**src/rtl/alu_issue_pkg.sv**
```systemverilog
// Shared encodings for the ALU issue stage: adder op codes and
// the RV32I funct3 values this stage understands.
package alu_issue_pkg;

    typedef enum logic [2:0] {
        IT_ADD  = 3'd0,
        IT_SUB  = 3'd1,
        IT_SLT  = 3'd2,
        IT_SLTU = 3'd3
    } instr_type_e;

    localparam logic [2:0] F3_ADDSUB = 3'b000;
    localparam logic [2:0] F3_SLT    = 3'b010;
    localparam logic [2:0] F3_SLTU   = 3'b011;

endpackage

```
**src/rtl/alu_issue_ctrl_dec.sv**
```systemverilog
// funct3/funct7 to adder op decode; flags funct3 values this
// stage does not implement.
module alu_ctrl_dec
    import alu_issue_pkg::*;
(
    input  logic [2:0]  i_funct3,
    input  logic        i_funct7b5,
    input  logic        i_is_imm,
    output instr_type_e o_type,
    output logic        o_ok
);

    always_comb begin
        o_type = IT_ADD;
        o_ok   = 1'b0;
        unique case (1'b1)
            (i_funct3 == F3_ADDSUB): begin
                o_ok   = 1'b1;
                // funct7b5 is part of the immediate for OP-IMM
                o_type = (~i_is_imm & i_funct7b5) ? IT_SUB : IT_ADD;
            end
            (i_funct3 == F3_SLT): begin
                o_ok   = 1'b1;
                o_type = IT_SLT;
            end
            (i_funct3 == F3_SLTU): begin
                o_ok   = 1'b1;
                o_type = IT_SLTU;
            end
            default: begin
                o_ok   = 1'b0;
                o_type = IT_ADD;
            end
        endcase
    end

endmodule

```
**src/rtl/alu_issue.sv**
```systemverilog
// Single-entry ALU issue register with operand select and
// one-deep forwarding from the instruction just handed off.
module alu_issue
    import alu_issue_pkg::*;
#(
    parameter int XLEN = 32
) (
    input  logic            i_clk,
    input  logic            i_rst,
    input  logic            i_valid,
    output logic            o_ready,
    input  logic [2:0]      i_funct3,
    input  logic            i_funct7b5,
    input  logic            i_is_imm,
    input  logic            i_use_pc,
    input  logic [4:0]      i_rd,
    input  logic [4:0]      i_rs1,
    input  logic [4:0]      i_rs2,
    input  logic [XLEN-1:0] i_rs1_data,
    input  logic [XLEN-1:0] i_rs2_data,
    input  logic [XLEN-1:0] i_imm,
    input  logic [XLEN-1:0] i_pc,
    input  logic [XLEN-1:0] i_alu_result,
    output logic            o_valid,
    input  logic            i_ready,
    output logic [XLEN-1:0] o_opA,
    output logic [XLEN-1:0] o_opB,
    output logic [2:0]      o_instr_type,
    output logic [4:0]      o_rd,
    output logic            o_err
);

    instr_type_e     dec_type;
    logic            dec_ok;
    logic            accept;
    logic            handoff;
    logic            hit_a;
    logic            hit_b;
    logic [XLEN-1:0] sel_a;
    logic [XLEN-1:0] sel_b;

    logic            valid_q;
    logic            err_q;
    logic            fwd_a;
    logic            fwd_b;
    logic [XLEN-1:0] opa_q;
    logic [XLEN-1:0] opb_q;
    instr_type_e     type_q;
    logic [4:0]      rd_q;

    alu_ctrl_dec u_dec (
        .i_funct3   (i_funct3),
        .i_funct7b5 (i_funct7b5),
        .i_is_imm   (i_is_imm),
        .o_type     (dec_type),
        .o_ok       (dec_ok)
    );

    assign o_ready = ~valid_q | i_ready;
    assign accept  = i_valid & o_ready;
    assign handoff = valid_q & i_ready;

    assign sel_a = i_use_pc ? i_pc : i_rs1_data;
    assign sel_b = i_is_imm ? i_imm : i_rs2_data;

    // Only the instruction leaving on this same edge can be a producer
    assign hit_a = handoff & (rd_q != 5'd0) & ~i_use_pc
                 & (i_rs1 == rd_q);
    assign hit_b = handoff & (rd_q != 5'd0) & ~i_is_imm
                 & (i_rs2 == rd_q);

    always_ff @(posedge i_clk) begin
        if (i_rst) begin
            valid_q <= 1'b0;
            err_q   <= 1'b0;
            fwd_a   <= 1'b0;
            fwd_b   <= 1'b0;
            opa_q   <= '0;
            opb_q   <= '0;
            type_q  <= IT_ADD;
            rd_q    <= 5'd0;
        end else begin
            err_q <= accept & ~dec_ok;
            if (accept & dec_ok) begin
                valid_q <= 1'b1;
                opa_q   <= sel_a;
                opb_q   <= sel_b;
                type_q  <= dec_type;
                rd_q    <= i_rd;
                fwd_a   <= hit_a;
                fwd_b   <= hit_b;
            end else begin
                if (handoff) begin
                    valid_q <= 1'b0;
                end
                // Capture the forwarded result before it moves on
                if (!accept && fwd_a) begin
                    opa_q <= i_alu_result;
                    fwd_a <= 1'b0;
                end
                if (!accept && fwd_b) begin
                    opb_q <= i_alu_result;
                    fwd_b <= 1'b0;
                end
            end
        end
    end

    assign o_valid      = valid_q;
    assign o_err        = err_q;
    assign o_opA        = fwd_a ? i_alu_result : opa_q;
    assign o_opB        = fwd_b ? i_alu_result : opb_q;
    assign o_instr_type = type_q;
    assign o_rd         = rd_q;

endmodule
```
**config.mk**
```make
export PLATFORM = sky130hd
export DESIGN_NAME = alu_issue
export DESIGN_NICKNAME = d
export VERILOG_FILES = /design/src/rtl/alu_issue_pkg.sv /design/src/rtl/alu_issue_ctrl_dec.sv /design/src/rtl/alu_issue.sv
export SDC_FILE = /design/constraint.sdc
export NUM_CORES = 1
export LEC_CHECK = 0
export BUFFER_PORTS_ARGS = -buffer_cell sky130_fd_sc_hd__buf_2
export CAP_MARGIN = 5
export CORE_ASPECT_RATIO = 0.5
export CORE_UTILIZATION = 47
export CTS_CLUSTER_SIZE = 10
export DETAILED_ROUTE_END_ITERATION = 7
export GPL_TIMING_DRIVEN = 0
export PLACE_DENSITY = 0.82
export SLEW_MARGIN = 25
export SYNTH_ARGS = -nofsm -noshare
export SYNTH_HDL_FRONTEND = slang
export SYNTH_HIERARCHICAL = 1
export SYNTH_SLANG_ARGS = --single-unit
```
**constraint.sdc**
```tcl
create_clock -name i_clk -period 1.6 [get_ports i_clk]
set_input_delay 0.08 -clock i_clk [delete_from_list [all_inputs] [get_ports i_clk]]
set_output_delay 0.08 -clock i_clk [all_outputs]
set_load 0.01 [all_outputs]
```
=== Yosys cells after proc, flatten, opt, wreduce, memory -nomap -nowiden ===
Index checks and enable logic that the tools add are counted.

* Flip-flop bits (word level): 76
* Output and inout port bits: 75

* Eq/ne operators: 4
* Muxes and demuxes: 17
* Bitwise gates (word level): 15
* Reduce and logical (&&, ||, !) cells: 9

{| class="wikitable"
|+ Operator list
! kind !! number
|-
| $mux 32 || 8
|-
| $and 1x1->1 || 10
|-
| $eq 5x5->1 || 2
|-
| $pmux 3 s3 || 1
|-
| $mux 1 || 8
|-
| $eq 3x2->1 const B || 2
|-
| $reduce_bool 2->1 || 3
|-
| $reduce_bool 5->1 || 1
|-
| $not 1->1 || 4
|-
| $logic_not 3->1 || 1
|-
| $reduce_or 3->1 || 1
|-
| $logic_and 1x1->1 || 2
|-
| $logic_not 1->1 || 1
|-
| $or 1x1->1 || 1
|}

=== Depth between registers and ports, before layout ===
* Word-level depth: 7
* Mapped depth: 9
* Gate-level depth less buffers: 6

=== Cells and area by module ===
Netlist, hierarchy kept.

{| class="wikitable"
|+ Modules (own cells, without submodules)
! module !! times used !! cells an instance !! area an instance (µm²) !! sequential area each (µm²)
|-
| alu_issue || 1 || 623 || 5190.0 || 1521.5
|-
| alu_ctrl_dec || 1 || 8 || 42.5 || 0.0
|}

=== Least setup slack after synthesis ===
Ideal clock, no wire load.

* Path type: register to register
* Start point: reg valid_q (netlist: o_valid)
* End point: reg opb_q[10]
* Setup time: 0.132 ns
* Data arrival time: 1.409 ns
* Data required time: 1.468 ns
* Slack: 0.059 ns
* Cell stages (with the launch flop): 9
* Path buffers: 3
* Period minus slack after synthesis: 1.541 ns
* Cells stage by stage: dfxtp_1 -> and2b_1 -> inv_1 -> buf_2 -> buf_2 -> buf_2 -> nand3_1 -> o211ai_1 -> a21oi_1

* Cells in the longest elaborated chain, start to end: 6

{| class="wikitable"
|+ Ends and longest elaborated chain
! item !! line !! RTL
|-
| start, declared || alu_issue.sv:42 || <nowiki>logic valid_q;</nowiki>
|-
| start signal, assigned || alu_issue.sv:74 || <nowiki>valid_q <= 1'b0;</nowiki>
|-
| start signal, assigned || alu_issue.sv:85 || <nowiki>valid_q <= 1'b1;</nowiki>
|-
| start signal, assigned || alu_issue.sv:94 || <nowiki>valid_q <= 1'b0;</nowiki>
|-
| $not 1->1 * || alu_issue.sv:59 || <nowiki>assign o_ready = ~valid_q | i_ready;</nowiki>
|-
| $or 1x1->1 * || alu_issue.sv:59 ||
|-
| $and 1x1->1 * || alu_issue.sv:60 || <nowiki>assign accept = i_valid & o_ready;</nowiki>
|-
| $logic_not 1->1 || alu_issue.sv:101 || <nowiki>if (!accept && fwd_b) begin</nowiki>
|-
| $logic_and 1x1->1 || alu_issue.sv:101 ||
|-
| $reduce_bool 2->1 (no line) || - ||
|-
| end signal, assigned || alu_issue.sv:87 || <nowiki>opb_q <= sel_b;</nowiki>
|-
| end signal, assigned || alu_issue.sv:102 || <nowiki>opb_q <= i_alu_result;</nowiki>
|-
| end, declared || alu_issue.sv:47 || <nowiki>logic [XLEN-1:0] opb_q;</nowiki>
|}

Mark *: on every way between the ends. The rest lies on a longest branch, timed or not.
A chain may end at the register's enable or synchronous reset.

=== Final worst setup path ===
* Start point: reg valid_q (netlist: o_valid)
* End point: reg opa_q[20]

* Cells in the longest elaborated chain, start to end: 6

{| class="wikitable"
|+ Ends and longest elaborated chain
! item !! line !! RTL
|-
| $not 1->1 * || alu_issue.sv:59 ||
|-
| $or 1x1->1 * || alu_issue.sv:59 ||
|-
| $and 1x1->1 * || alu_issue.sv:60 ||
|-
| $logic_not 1->1 || alu_issue.sv:97 || <nowiki>if (!accept && fwd_a) begin</nowiki>
|-
| $logic_and 1x1->1 || alu_issue.sv:97 ||
|-
| $reduce_bool 2->1 (no line) || - ||
|-
| end signal, assigned || alu_issue.sv:86 || <nowiki>opa_q <= sel_a;</nowiki>
|-
| end signal, assigned || alu_issue.sv:98 || <nowiki>opa_q <= i_alu_result;</nowiki>
|-
| end, declared || alu_issue.sv:46 || <nowiki>logic [XLEN-1:0] opa_q;</nowiki>
|}

Marked as above.

==> flow_metrics.tcl <==
set metrics [dict create \
    status "complete, but fails checks" \
    violations "setup timing" \
    drtPass1Iterations 6 \
    r2r_end "opa_q[20]" \
    synthTopCellsByArea "dfxtp_1, mux2_2, mux2i_1" \
    hold_viol_final 0 \
    io_pins 260 \
    portBuffers 258 \
    end_kind "flip-flop" \
    holdPathStages 4 \
    syn_to_final_growth_pct 40.70 \
    setup_viol_count_final 5 \
    crit_type "reg -> reg" \
    root_buffer "clkbuf_16" \
    drv_slew 0 \
    drt_drc_violations_left 0 \
    design.die.area_sq_um 11590 \
    fin_crit_sh 1.036 \
    synthFlopType "dfxtp_1" \
    min_delay_worst_endpoint "o_instr_type[0]" \
    clockBufferDepth 2 \
    layout_common_cells "buf_2, nand3_1, a21oi_1, dfxtp_1" \
    switchingPower_mw 1.505 \
    fin_crit_ns 1.657 \
    worst-path-max-fanout 10 \
    max_freq_mhz 603.5 \
    rrSetupSlack_ns -0.06 \
    relSlewSlack 0.4806 \
    synth-edff-count 0 \
    syn_inst 631 \
    synth_top_cell_by_area "dfxtp_1" \
    track_usage 0.3295 \
    internal_power_mw 3.953 \
    layout_commonest_cell "buf_2" \
    drive_above_1_share 0.4486 \
    p_seq_frac 0.373 \
    pre_cts_ws_ns -0.5051 \
    async_flop_share 0 \
    cts_made_buffers 9 \
    hp-start "i_funct3[2]" \
    yosysWarnings 6 \
    multi_input_area_sq_um 3446 \
    switching_share 0.2757 \
    diodes 0 \
    nets 1094 \
    ff_latch_area_sq_um 1530 \
    wl_mm 20.21 \
    synth_top_cell_area_share 0.2908 \
    worst_slew_pin_slew_ns 0.7792 \
    vias 6535 \
    synth_area_per_cell_sq_um 8.292 \
    via_per_inst 6.200 \
    cts.clk_slew.worst_paths_ns 0.06 \
    first_global_vias 6052 \
    clock_latency_ns 0.34 \
    wl_per_cell_um 19.17 \
    yosysSeqAreaShare 0.2908 \
    clock_sinks 76 \
    cts-htree-levels 3 \
    die_w_um 151.2 \
    crit_required_ns 1.86 \
    routabilityCongestion 0.8815 \
    clkPwrFrac 0.406 \
    grt-ovfl-total 0 \
    drtIter0Drc 704 \
    arrival_ns 1.91 \
    p_leak_nw 3.497 \
    ys_seq_elements 76 \
    ys_types 27 \
    post-route-worst-setup-slack_ns -0.05706 \
    comb_power_share 0.221 \
    syn-cell-area_sq_um 5233 \
    r2r_cells 7 \
    n_fill_cell 835 \
    critPathLaunchType "flip-flop" \
    grt_max_degree 13 \
    placementRows 26 \
    rsz0062_at_grt "yes" \
    cts_tree "yes" \
    dpl.hpwl_mm 14.37 \
    fp.coreArea_sq_um 10510 \
    power_density_nw_per_um2 741.3 \
    reg2reg_from "o_valid" \
    grt_antenna_before_repair 0 \
    vdd_drop_max_uv 607.9 \
    ant_nets 0 \
    fp.dieH_um 76.61 \
    crit_start "o_valid" \
    hold_path_class "in -> reg" \
    syn_nets 816 \
    start_util 0.4980 \
    drv_cap 0 \
    finClkSkew_ns 0.002993 \
    grt_pass1_wl_mm 29.95 \
    fin_setup_tns_ns -0.1444 \
]
critical path, stage by stage, from the launching register on:
cell and delay, ns:
dfxtp_2 0.34, and2b_2 0.20, inv_2 0.08, buf_6 0.15
a21boi_4 0.28, buf_6 0.20, o211ai_1 0.12, a21oi_1 0.19
kinds of logic after synthesis:
group           after synthesis  share of synthesized area
simple gates                163                     0.1542
other cells                   1                  0.0007167
flops                        76                     0.2908
buf+inv                      76                    0.05978
compound gates              177                     0.2176
xor+xnor                     10                    0.01674
mux                         128                     0.2602
synthesized netlist by cell type, types with 2 or more instances:
| master | instances |
|---|---|
| xnor2_1 | 8 |
| nand3_1 | 128 |
| a21o_1 | 32 |
| xor2_1 | 2 |
| nand2_1 | 21 |
| o21ai_1 | 4 |
| buf_1 | 13 |
| clkbuf_1 | 40 |
| dfxtp_1 | 76 |
| o211ai_1 | 64 |
| or4_1 | 2 |
| mux2i_1 | 64 |
| mux2_2 | 64 |
| inv_1 | 3 |
| nand4_1 | 2 |
| buf_2 | 19 |
| a21boi_2 | 2 |
| or3_1 | 2 |
| a21oi_1 | 75 |
| nor2_1 | 3 |
power groups by stage:
stage                     Sequential [mW]  Combinational, mW  Clock (mW)
after floorplan                      2.07              0.632           0
after global placement               2.07               1.09           0
after detailed placement             2.08               1.12           0
after CTS                            2.04               1.15        2.19
after global routing                 2.04               1.29        2.30
final                                2.04               1.21        2.21
area by class of cell:
class,count,share of cell area
multi-input cells,479,0.4680
plain buffers,71,0.06679
repair buffers,269,0.1888
clock inverters,5,0.01020
inverters,3,0.001530
well taps,140,0.02379
flip-flops and latches,76,0.2079
clock buffers,11,0.03297
layer usage:
layer / share of wire / wire (um) / global-route usage
met4: 0.033 / 672 / 0.1540
met1: 0.40 / 7991 / 0.4184
met5: 0 / 0 / 0
met2: 0.47 / 9535 / 0.5443
met3: 0.10 / 2011 / 0.05150
worst max-delay path by stage:
stage                      endpoint  slack, ns  cells past startpoint
after floorplan           opb_q[10]       0.06                      8
after global placement    opb_q[23]      -0.47                     10
after detailed placement  opb_q[20]      -0.51                     10
after CTS                 opa_q[31]      -0.02                      7
after global routing      opa_q[19]      -0.07                      7
final                     opa_q[20]      -0.06                      7
state kept, by name, indices dropped and copies added, names as in the netlist:
name,cells
o_instr_type,3
opa_q,32
o_err,1
o_rd,5
o_valid,1
fwd_b,1
opb_q,32
fwd_a,1
through the flow:
stage	hold slack (ns)	util	cells	cell area (sq um)	total power, mW
finish	0.04562	0.7006	1054	7362	5.457
CTS	0.04546	0.6872	1049	7221	5.380
global route	0.05738	0.7006	1054	7362	5.631
floorplan	0.1829	-	631	5233	2.697
global placement	0.3144	0.6375	1029	6699	3.164
detailed placement	0.3176	0.6375	1029	6699	3.193
what timing repair did:
| item | in CTS | in global routing |
|---|---|---|
| gates cloned | 0 | 2 |
| pin swaps | 0 | 6 |
| buffers inserted | 0 | 3 |
| endpoints found under the hold margin | 6 | 0 |
| hold buffers | 6 | 0 |
| gates resized for setup | 67 | 56 |
| setup endpoints to repair | 130 | 120 |
(Power assumes the default switching activity.)
